[src/rtl/uart_pkg.sv]
// Shared types and defaults for the oversampled UART receiver.
// UART_RX_PARITY_EN (optional) adds an even-parity bit between data and stop.
package uart_pkg;

  localparam int unsigned UART_DATA_BITS  = 8;
  localparam int unsigned UART_OVERSAMPLE = 16;

  // Level of an idle serial line (also the stop-bit level)
  localparam logic UART_IDLE_LEVEL = 1'b1;

  typedef enum logic [2:0] {
    IDLE,
    START,
    DATA,
    PARITY,
    STOP,
    WAIT_HIGH
  } rx_state_e;

endpackage

[src/rtl/uart_rx_oversampled_if.sv]
// Serial-side and byte-side signals of the UART receiver.
// UART_RX_PARITY_EN adds the Parity_Err status line.
interface uart_rx_oversampled_if
  import uart_pkg::*;
#(
  parameter int unsigned DATA_BITS = UART_DATA_BITS
);

  logic                 Baud_Tick;
  logic                 Rx_In;
  logic [DATA_BITS-1:0] Rx_Data;
  logic                 Rx_Valid;
  logic                 Frame_Err;
  logic                 Busy;
`ifdef UART_RX_PARITY_EN
  logic                 Parity_Err;
`endif

  // Driver side: supplies the baud enable and the serial line
  modport master (
    output Baud_Tick,
    output Rx_In,
    input  Rx_Data,
    input  Rx_Valid,
    input  Frame_Err,
`ifdef UART_RX_PARITY_EN
    input  Parity_Err,
`endif
    input  Busy
  );

  // Receiver side
  modport slave (
    input  Baud_Tick,
    input  Rx_In,
    output Rx_Data,
    output Rx_Valid,
    output Frame_Err,
`ifdef UART_RX_PARITY_EN
    output Parity_Err,
`endif
    output Busy
  );

endinterface

[src/rtl/uart_rx_sync.sv]
// Two-flop synchroniser for the asynchronous serial line; resets to idle level.
module uart_rx_sync
  import uart_pkg::*;
(
  input  logic Clock_In,
  input  logic Reset,
  input  logic async_in,
  output logic sync_out
);

  logic meta_q;

  always_ff @(posedge Clock_In) begin
    if (Reset) begin
      meta_q   <= UART_IDLE_LEVEL;
      sync_out <= UART_IDLE_LEVEL;
    end else begin
      meta_q   <= async_in;
      sync_out <= meta_q;
    end
  end

endmodule

[src/rtl/uart_rx_oversampled.sv]
// Oversampling UART receiver: finds mid-bit points from Baud_Tick and deserialises LSB-first frames.
// UART_RX_PARITY_EN adds an even-parity bit and the Parity_Err output.
module uart_rx_oversampled
  import uart_pkg::*;
#(
  parameter int unsigned DATA_BITS  = UART_DATA_BITS,
  parameter int unsigned OVERSAMPLE = UART_OVERSAMPLE
) (
  input  logic                  Clock_In,
  input  logic                  Reset,
  uart_rx_oversampled_if.slave  bus
);

  localparam int unsigned TICK_W = $clog2(OVERSAMPLE);
  localparam int unsigned BIT_W  = $clog2(DATA_BITS + 1);

  localparam logic [TICK_W-1:0] HALF_LAST = TICK_W'(OVERSAMPLE / 2 - 1);
  localparam logic [TICK_W-1:0] BIT_LAST  = TICK_W'(OVERSAMPLE - 1);
  localparam logic [BIT_W-1:0]  DATA_LAST = BIT_W'(DATA_BITS - 1);

  logic rx_s;

  rx_state_e            state, state_nxt;
  logic [TICK_W-1:0]    tick_cnt, tick_nxt;
  logic [BIT_W-1:0]     bit_cnt, bit_nxt;
  logic [DATA_BITS-1:0] shreg, shreg_nxt;
  logic [DATA_BITS-1:0] rx_data, data_nxt;
  logic                 rx_valid, valid_nxt;
  logic                 frame_err, ferr_nxt;
  logic                 busy, busy_nxt;
`ifdef UART_RX_PARITY_EN
  logic                 par_bit, par_bit_nxt;
  logic                 parity_err, perr_nxt;
`endif

  uart_rx_sync u_sync (
    .Clock_In (Clock_In),
    .Reset    (Reset),
    .async_in (bus.Rx_In),
    .sync_out (rx_s)
  );

  // State and datapath registers
  always_ff @(posedge Clock_In) begin
    if (Reset) begin
      state     <= IDLE;
      tick_cnt  <= '0;
      bit_cnt   <= '0;
      shreg     <= '0;
      rx_data   <= '0;
      rx_valid  <= 1'b0;
      frame_err <= 1'b0;
      busy      <= 1'b0;
`ifdef UART_RX_PARITY_EN
      par_bit    <= 1'b0;
      parity_err <= 1'b0;
`endif
    end else begin
      state     <= state_nxt;
      tick_cnt  <= tick_nxt;
      bit_cnt   <= bit_nxt;
      shreg     <= shreg_nxt;
      rx_data   <= data_nxt;
      rx_valid  <= valid_nxt;
      frame_err <= ferr_nxt;
      busy      <= busy_nxt;
`ifdef UART_RX_PARITY_EN
      par_bit    <= par_bit_nxt;
      parity_err <= perr_nxt;
`endif
    end
  end

  // Next state; nothing but the valid strobe moves without a baud tick
  always_comb begin
    state_nxt = state;
    tick_nxt  = tick_cnt;
    bit_nxt   = bit_cnt;
    shreg_nxt = shreg;
    data_nxt  = rx_data;
    ferr_nxt  = frame_err;
    valid_nxt = 1'b0;
`ifdef UART_RX_PARITY_EN
    par_bit_nxt = par_bit;
    perr_nxt    = parity_err;
`endif
    if (bus.Baud_Tick) begin
      tick_nxt = tick_cnt + TICK_W'(1);
      unique case (state)
        IDLE: begin
          tick_nxt = '0;
          if (rx_s != UART_IDLE_LEVEL) state_nxt = START;
        end
        START: begin
          if (tick_cnt == HALF_LAST) begin
            tick_nxt  = '0;
            state_nxt = (rx_s == UART_IDLE_LEVEL) ? IDLE : DATA;
          end
        end
        DATA: begin
          if (tick_cnt == BIT_LAST) begin
            tick_nxt  = '0;
            shreg_nxt = {rx_s, shreg[DATA_BITS-1:1]};
            bit_nxt   = bit_cnt + BIT_W'(1);
            if (bit_cnt == DATA_LAST) begin
              bit_nxt = '0;
`ifdef UART_RX_PARITY_EN
              state_nxt = PARITY;
`else
              state_nxt = STOP;
`endif
            end
          end
        end
`ifdef UART_RX_PARITY_EN
        PARITY: begin
          if (tick_cnt == BIT_LAST) begin
            tick_nxt    = '0;
            par_bit_nxt = rx_s;
            state_nxt   = STOP;
          end
        end
`endif
        STOP: begin
          if (tick_cnt == BIT_LAST) begin
            tick_nxt  = '0;
            data_nxt  = shreg;
            ferr_nxt  = (rx_s != UART_IDLE_LEVEL);
            valid_nxt = 1'b1;
`ifdef UART_RX_PARITY_EN
            perr_nxt  = ((^shreg) != par_bit);
`endif
            state_nxt = (rx_s == UART_IDLE_LEVEL) ? IDLE : WAIT_HIGH;
          end
        end
        WAIT_HIGH: begin
          tick_nxt = '0;
          if (rx_s == UART_IDLE_LEVEL) state_nxt = IDLE;
        end
        default: begin
          tick_nxt  = '0;
          bit_nxt   = '0;
          state_nxt = IDLE;
        end
      endcase
    end
    busy_nxt = state_nxt inside {START, DATA, PARITY, STOP};
  end

  assign bus.Rx_Data   = rx_data;
  assign bus.Rx_Valid  = rx_valid;
  assign bus.Frame_Err = frame_err;
  assign bus.Busy      = busy;
`ifdef UART_RX_PARITY_EN
  assign bus.Parity_Err = parity_err;
`endif

endmodule

[src/flat_wrapper.sv]
// flat-port wrapper written by rule: the top's interface ports become plain ports
module uart_rx_oversampled_flat import uart_pkg::*;
#(
  parameter int unsigned DATA_BITS  = UART_DATA_BITS,
  parameter int unsigned OVERSAMPLE = UART_OVERSAMPLE
)
  (Clock_In, Reset, bus_Baud_Tick, bus_Rx_In, bus_Rx_Data, bus_Rx_Valid, bus_Frame_Err, bus_Busy);
  uart_rx_oversampled_if #(.DATA_BITS(DATA_BITS)) bus_i ();
  input  logic Clock_In;
  input  logic Reset;
  input wire logic [$bits(bus_i.Baud_Tick)-1:0] bus_Baud_Tick;
  input wire logic [$bits(bus_i.Rx_In)-1:0] bus_Rx_In;
  output wire logic [$bits(bus_i.Rx_Data)-1:0] bus_Rx_Data;
  output wire logic [$bits(bus_i.Rx_Valid)-1:0] bus_Rx_Valid;
  output wire logic [$bits(bus_i.Frame_Err)-1:0] bus_Frame_Err;
  output wire logic [$bits(bus_i.Busy)-1:0] bus_Busy;
  assign bus_i.Baud_Tick = bus_Baud_Tick;
  assign bus_i.Rx_In = bus_Rx_In;
  assign bus_Rx_Data = bus_i.Rx_Data;
  assign bus_Rx_Valid = bus_i.Rx_Valid;
  assign bus_Frame_Err = bus_i.Frame_Err;
  assign bus_Busy = bus_i.Busy;
  uart_rx_oversampled #(.DATA_BITS(DATA_BITS), .OVERSAMPLE(OVERSAMPLE)) u_core (.Clock_In(Clock_In), .Reset(Reset), .bus(bus_i));
endmodule
[config.mk]
export PLATFORM = sky130hd
export DESIGN_NAME = uart_rx_oversampled_flat
export DESIGN_NICKNAME = d
export VERILOG_FILES = /design/src/rtl/uart_pkg.sv /design/src/rtl/uart_rx_oversampled_if.sv /design/src/rtl/uart_rx_sync.sv /design/src/rtl/uart_rx_oversampled.sv /design/src/flat_wrapper.sv
export SDC_FILE = /design/constraint.sdc
export NUM_CORES = 1
export LEC_CHECK = 0
export CORE_UTILIZATION = 45
export CTS_CLUSTER_DIAMETER = 50
export CTS_CLUSTER_SIZE = 30
export DETAILED_ROUTE_END_ITERATION = 10
export HOLD_SLACK_MARGIN = 0.12
export PLACE_DENSITY = 0.68
export SLEW_MARGIN = 20
export SYNTH_ARGS = -nofsm -noshare
export SYNTH_HDL_FRONTEND = slang
export SYNTH_SLANG_ARGS = --single-unit
[constraint.sdc]
create_clock -name Clock_In -period 1.85 [get_ports Clock_In]
set_clock_uncertainty 0.15 [all_clocks]
set_input_delay 0.185 -clock Clock_In [delete_from_list [all_inputs] [get_ports Clock_In]]
set_output_delay 0.185 -clock Clock_In [all_outputs]
set_load 0.01 [all_outputs]
-- Yosys cells after proc, flatten, opt, wreduce, memory -nomap -nowiden
Cells that the tools add are included.
- bits in registers: 32
- input bits: 4
- logic and storage cells: 53
- $add $sub $neg: 2
- equal/unequal tests: 12
- mux-type cells: 17
- bitwise gates (word level): 4
- reductions and logical operators: 8
- operators by type and width (cell ; number):
    3-bit two-way mux ; 8
    4-bit two-way mux ; 4
    4-bit case mux with 2 select lines ; 2
    3-bit case mux with 5 select lines ; 1
    3-bit by 2-bit == test with 1-bit output (second input constant) ; 3
    3-bit == test (second input constant) ; 3
    3-bit AND reduction ; 3
    4-bit by 1-bit adder with 4-bit output (second input constant) ; 2
    4-bit by 3-bit == test with 1-bit output (second input constant) ; 2
    3-bit by 1-bit == test with 1-bit output (second input constant) ; 2
    4-bit == test (second input constant) ; 1
    1-bit inverter ; 4
    4-bit nonzero test ; 1
    4-bit OR reduction ; 1
    3-bit zero test ; 1
    3-bit OR reduction ; 1
    2-bit two-way mux ; 1
    2-bit by 1-bit inequality test with 1-bit output (second input constant) ; 1
    2-bit OR reduction ; 1
    1-bit two-way mux ; 1

-- Logic depth before layout (Yosys ltp)
Gate-level depths: netlist of run 1.
- depth after elaboration: 7
- depth in mapped cells: 7
- gate-level depth less buffers: 6

-- Modules after synthesis
A second synthesis of run 1 with hierarchy kept.
- cells, all modules: 157
- area, all modules: 1486.4 µm²
- modules (own cells, without submodules) (module ; instances ; cells each ; area each (µm²) ; seq. area each (µm²)):
    uart_rx_oversampled ; 1 ; 153 ; 1433.9 ; 600.6
    uart_rx_sync ; 1 ; 4 ; 52.6 ; 40.0

-- Least setup slack after synthesis of run 1
OpenSTA, ideal clock, no wires.
- kind: flip-flop to flip-flop
- from: register u_core.tick_cnt[0]
- to: register u_core.busy, in the netlist u_core.bus.Busy
- arrival time: 1482 ps
- required time: 1584 ps
- path slack: 102 ps
- stages on the path, launching flop included: 8
- buffers on the path: 1
- cell sequence: dfxtp_1 ha_1 and3_1 buf_2 a32o_1 a21oi_2 a211oi_2 a31o_1
- longest elaborated chain between the ends: 6
- RTL lines (element ; RTL line ; text):
    from (decl) ; uart_rx_oversampled.sv:24 ; logic [TICK_W-1:0] tick_cnt, tick_nxt;
    from (signal assigned) ; uart_rx_oversampled.sv:60 ; tick_cnt <= tick_nxt;
    4-bit == test / 4-bit by 3-bit == test with 1-bit output (equally long branches) ; uart_rx_oversampled.sv:101, uart_rx_oversampled.sv:125, uart_rx_oversampled.sv:95 ;
    3-bit two-way mux (on tied branches) ; uart_rx_oversampled.sv:125, uart_rx_oversampled.sv:95, uart_rx_oversampled.sv:101 ;
    3-bit case mux with 5 select lines * ; uart_rx_oversampled.sv:89 ; unique case (state)
    3-bit two-way mux * ; uart_rx_oversampled.sv:87 ; if (bus.Baud_Tick) begin
    3-bit by 1-bit == test with 1-bit output, or another cell as far along ; uart_rx_oversampled.sv:147 ; busy_nxt = state_nxt inside {START, DATA, PARITY, STOP};
    4-bit nonzero test * ; uart_rx_oversampled.sv:147 ;
    to (signal assigned) ; uart_rx_oversampled.sv:66 ; busy <= busy_nxt;
    to (decl) ; uart_rx_oversampled.sv:30 ; logic busy, busy_nxt;
Mark *: on every way between the ends. The rest lies on a longest branch, timed or not.
A chain may end at the register's enable or synchronous reset.

-- Worst setup path after layout of run 1
Ends and elaborated chain as after synthesis.

==> qor.yml, run 1 <==
drive_above_1_share_pct: 22.0
ctsHtreeMaxLevel: 2
yosysWarningCount: 0
cts_buffers: 5
p_comb_share_pct: 6.0
slowest_stage: "dfxtp_2"
final_nets: 196
slew_viol_final: 0
cts_max_path_buffers: 2
finalCriticalPeriod_ns: 1.74
tightest_slew_ns: 0.374
diodes: 0
power_density_nw_per_um2: 742
root_buffer: "clkbuf_4"
clk_latency_ns: 0.33
fmax_ghz: 0.574
status: "finished with violations"
cp_num_buf_inv: 0
routed_wl_um: 2860
holdCritPathClass: "input pin to flip-flop"
path_clk_slew_ns: 0.10
p_leak_uw: 0.000716
synth_top_area_share_pct: 45.5
crit_arrival_ns: 1.82
timing.final.crit_share_pct: 94.2
synth_area_leaders: "dfxtp_1, nand2_1, a21oi_1"
synthMostInstantiatedCell: "dfxtp_1"
drt-vias-per-instance: 5.42
grt_pass1_wl_um: 4950
ios: 15
max_slew_margin_pct: 75.0
synthCells: 162
placeableCoreArea_um2: 2850
setup_tns_ns: 0
grt_max_degree: 16
worstSetupStartpointType: "flip-flop"
critPathMaxFanout: 5
crit_chain: "ha_2, and3_4, nand2_1, a221oi_2, a211oi_2, a31o_1"
hold-path-cell-count: 2
synthesis.nets: 168
synthToLayoutAreaGrowth_pct: 24.9
worstSetupPathType: "flip-flop to flip-flop"
rsz0062_at_grt: "false"
fp.dieH_um: 58.0
pwr-share-clk_pct: 40.3
worstSetupStartpoint: "u_core.tick_cnt[0]$_SDFFE_PP0P_"
p_total_uw: 1300
synth_edf_count: 0
detail_route.wl_per_cell_um: 12.9
final_antenna_net_count: 0
antenna_found_initial: 0
dp.cells: 214
dr_total_vias: 1204
drc: 1
r2r_start: "u_core.tick_cnt[0]$_SDFFE_PP0P_"
seq_power_share_pct: 53.7
numClockSinks: 32
yosysSeqAreaShare_pct: 45.5
hpwlAfterDp_um: 2040
min_from: "bus_Rx_In"
slowest_delay_ns: 0.38
yosys.area.top_type: "dfxtp_1"
routabilityCongestion: 0.895
drt_iter0_drc: 62
async_reset_ff_share_pct: 0
ys.flop_type: "dfxtp_1"
hold_violations: 0
timing.max_cap.violations: 0
grt_pass1_vias: 1122
required_ns: 1.93
p_int_uw: 1020
ys_types: 39
p_sw_share_pct: 22.1
switchingPower_uw: 288
setup_violations: 0
fin_cells: 222
synth.avg_cell_area_um2: 8.70
start_util_pct: 49.4
die_area_um2: 3360
dr.pass1.iters: 7
peakVddDrop_mv: 0.393
cp_top_family: "compound AO/OA/AOI/OAI gates"
synth-seq-cells: 32
synthTopCellsByCount: "dfxtp_1, nand2_1, a21oi_1, nor2_1, mux2i_1"
r2r_cells: 6
die_x_um: 58.0
cp.depth: 6
cts_hold_buf: 0
end_kind: "flip-flop"
grt_usage_pct: 19.4
num_rows: 19
grt_overflow_total: 0
cts_tree: "yes"
io_buffers: 14
violations: "design-rule violations"
syn_area_um2: 1410
==> layout make-up <==
class                      count  area [um^2]
timing repair buffer          30          260
clock buffer                   5         37.5
inverter                       2         7.51
fill                         264         1090
sequential                    32          647
tap                           31         38.8
clock inverter                 3         42.5
multi-input combinational    119          726
==> worst paths after layout <==
path                                        endpoint  slack (ns)
setup / recovery          u_core.bus.Busy$_SDFF_PP0_        0.11
hold / removal       u_core.u_sync.meta_q$_SDFF_PP1_        0.28
hold reg to reg   u_core.bus.Rx_Data[0]$_SDFFE_PP0P_        0.30
setup reg to reg          u_core.bus.Busy$_SDFF_PP0_        0.11
==> kinds of logic after synthesis <==
| logic type | share of synthesized area [%] |
|---|---|
| AO/OA/AOI/OAI | 14.5 |
| flip-flops | 45.5 |
| multiplexers | 5.68 |
| XOR/XNOR | 2.49 |
| AND/OR/NAND/NOR | 26.3 |
| buffers and inverters | 3.82 |
| adder cells (fa/ha/maj) | 1.78 |
==> through the flow <==
stage | setup WS [ns] | hold WS (ns) | area, um^2 | util, %
finish | 0.107 | 0.279 | 1760 | 61.7
global route | 0.00285 | 0.276 | 1760 | 61.7
detailed placement | -0.0795 | 0.272 | 1660 | 58.2
floorplan | 0.102 | 0.116 | 1410 | -
global placement | -0.00498 | 0.254 | 1660 | 58.2
CTS | 0.0265 | 0.269 | 1740 | 61.1
==> placed cells by master (no fill, tap or decap), drive strengths merged, types with 2 or more instances in the layout <==
master | netlist | final
dfxtp | 32 | 32
nand2 | 26 | 26
a21oi | 18 | 18
nor2 | 17 | 17
buf | 5 | 16
clkdlybuf4s50 | 0 | 14
mux2i | 8 | 8
nand3 | 8 | 8
clkbuf | 4 | 5
o21ai | 4 | 4
and3b | 3 | 3
or2 | 3 | 3
nor3 | 3 | 3
xor2 | 3 | 3
inv | 2 | 2
nand3b | 2 | 2
nand4 | 2 | 2
ha | 2 | 2
and3 | 2 | 2
==> registers in the layout, summed over array words and instances (netlist names) <==
| name | cells |
|---|---|
| u_core.bit_cnt | 4 |
| u_core.u_sync.sync_out | 1 |
| u_core.state | 3 |
| u_core.u_sync.meta_q | 1 |
| u_core.tick_cnt | 4 |
| u_core.bus.Rx_Valid | 1 |
| u_core.bus.Rx_Data | 8 |
| u_core.shreg | 8 |
| u_core.bus.Frame_Err | 1 |
| u_core.bus.Busy | 1 |
==> metal layers <==
metal / vias up / wire [um] / global-route usage, %
met1: 560 / 1410 / 25.5
met3: 4 / 102 / 6.03
met5: - / 0 / 0
met2: 23 / 1310 / 29.9
li1: 617 / - / -
met4: 0 / 27 / 7.48
==> timing repair <==
action	in CTS	in global routing
gates resized for setup	0	9
endpoints found under the setup margin	0	17
setup buffers	0	0
==> power groups by stage <==
stage / combinational (uW) / clock [uW] / sequential, uW
4_1_cts: 77.5 / 539 / 700
3_3_place_gp: 74.7 / 0 / 716
2_1_floorplan: 44.8 / 0 / 714
5_1_grt: 85.5 / 571 / 702
6_report: 77.9 / 526 / 701
3_5_place_dp: 76.8 / 0 / 716
No activity file was read; power rests on OpenSTA's default activity.
==> run 2: changes to the inputs <==
==> constraint.sdc (replaced) <==
create_clock -name Clock_In -period 1.85 [get_ports Clock_In]
set_clock_uncertainty 0.15 [all_clocks]
set_input_delay 0.2775 -clock Clock_In [delete_from_list [all_inputs] [get_ports Clock_In]]
set_output_delay 0.2775 -clock Clock_In [all_outputs]
set_load 0.01 [all_outputs]
==> qor.yml, run 2 (synthesized netlist as in run 1, its figures left out) <==
status: "finished with violations"
violations: "design-rule violations"
p_leak_uw: 0.000736
timing.final.crit_share_pct: 96.1
pwr-share-clk_pct: 43.5
slowest_stage: "dfxtp_2"
grt_use_met1_pct: 23.7
synthToLayoutAreaGrowth_pct: 25.9
crit_chain: "ha_2, and3_1, nand2_1, a221oi_2, a211oi_2, a31o_1"
setup_tns_ns: 0
num_rows: 19
final_common_cell: "dfxtp_1"
fp.dieH_um: 58.0
io_buffers: 14
switchingPower_uw: 285
p_int_uw: 1090
die_area_um2: 3360
drc: 1
drt-vias-per-instance: 5.39
end_kind: "flip-flop"
tightest_slew_ns: 0.375
slew_viol_final: 0
ctsHtreeMaxLevel: 2
grt_usage_pct: 19.2
critPathMaxFanout: 5
max_slew_margin_pct: 75.0
p_sw_share_pct: 20.7
cts_buffers: 5
cts_resized: 0
antenna_found_initial: 0
cts_tree: "yes"
finalCriticalPeriod_ns: 1.78
required_ns: 1.93
cts_max_path_buffers: 2
hpwlAfterDp_um: 2100
drive_above_1_share_pct: 21.4
detail_route.wl_per_cell_um: 12.9
timing.max_cap.violations: 0
fin_util_pct: 62.2
dr_total_vias: 1201
grt_max_degree: 16
seq_power_share_pct: 50.9
slowest_delay_ns: 0.37
cts_hold_buf: 0
start_util_pct: 49.4
p_comb_share_pct: 5.6
holdCritPathClass: "flip-flop to flip-flop"
use_met3_pct: 7.37
final_nets: 197
hold_violations: 0
p_total_uw: 1380
worstSetupPathType: "flip-flop to flip-flop"
placeableCoreArea_um2: 2850
drt_iter0_drc: 39
diodes: 0
grt_overflow_total: 0
post_cts_buffers: 0
setup_violations: 0
ios: 15
grt_pass1_wl_um: 4860
clk_latency_ns: 0.33
path_clk_slew_ns: 0.10
routed_wl_um: 2880
final_antenna_net_count: 0
crit_arrival_ns: 1.86
cp_num_buf_inv: 0
die_x_um: 58.0
grt_pass1_vias: 1114
worstSetupStartpointType: "flip-flop"
fmax_ghz: 0.563
root_buffer: "clkbuf_4"
dr.pass1.iters: 7
use_met2_pct: 30.9
fill_cells: 269
peakVddDrop_mv: 0.578
power_density_nw_per_um2: 777
grt-busiest-layer: "met2"
rsz0062_at_grt: "false"
routabilityCongestion: 0.893
layout_common_cells: "dfxtp_1, nand2_1, nor2_1, a21oi_1, buf_4"
numClockSinks: 32
cp_top_family: "compound AO/OA/AOI/OAI gates"
run 2: cell type report:
cell class	instances	area [um^2]	area share, %
multi-input combinational	119	718	40.5
sequential	32	647	36.5
timing repair buffer	31	268	15.1
clock buffer	7	65.1	3.67
tap	31	38.8	2.19
clock inverter	1	30.0	1.69
inverter	2	7.51	0.423
run 2: metal layers:
layer  vias to the layer above  share of wire, %
met3                         6               4.2
met4                         0               1.4
met5                         -                 0
li1                        620                 -
met2                        21                46
met1                       554                48
run 2: worst min-delay path, stage by stage, from the launching register on:
cell     delay, ns
dfxtp_1       0.32
nand2_1       0.05
a21oi_1       0.05
run 2: stage by stage:
stage               instances  setup slack (ns)  hold slack, ns  area [um^2]
global route              223          0.000648           0.319         1770
detailed placement        215            -0.168           0.269         1670
CTS                       223            0.0338           0.300         1760
global placement          215           -0.0976           0.254         1670
floorplan                 162             0.102           0.209         1410
finish                    223            0.0728           0.304         1770
run 2: final timing paths:
check	slack [ns]	start	to	depth (start not counted)
worst max-delay path	0.07	u_core.tick_cnt[0]$_SDFFE_PP0P_	u_core.bus.Busy$_SDFF_PP0_	6
worst min-delay path	0.30	u_core.bus.Rx_Data[1]$_SDFFE_PP0P_	u_core.bus.Rx_Data[1]$_SDFFE_PP0P_	2
worst min register to register	0.30	u_core.bus.Rx_Data[1]$_SDFFE_PP0P_	u_core.bus.Rx_Data[1]$_SDFFE_PP0P_	2
worst max register to register	0.07	u_core.tick_cnt[0]$_SDFFE_PP0P_	u_core.bus.Busy$_SDFF_PP0_	6
run 2: power groups by stage:
| stage | logic (uW) | registers, uW | clock network (uW) |
|---|---|---|---|
| 3_5_place_dp | 76.7 | 716 | 0 |
| 6_report | 77.4 | 701 | 600 |
| 5_1_grt | 84.3 | 702 | 635 |
| 4_1_cts | 77.0 | 701 | 608 |
| 3_3_place_gp | 74.7 | 716 | 0 |
| 2_1_floorplan | 44.8 | 714 | 0 |
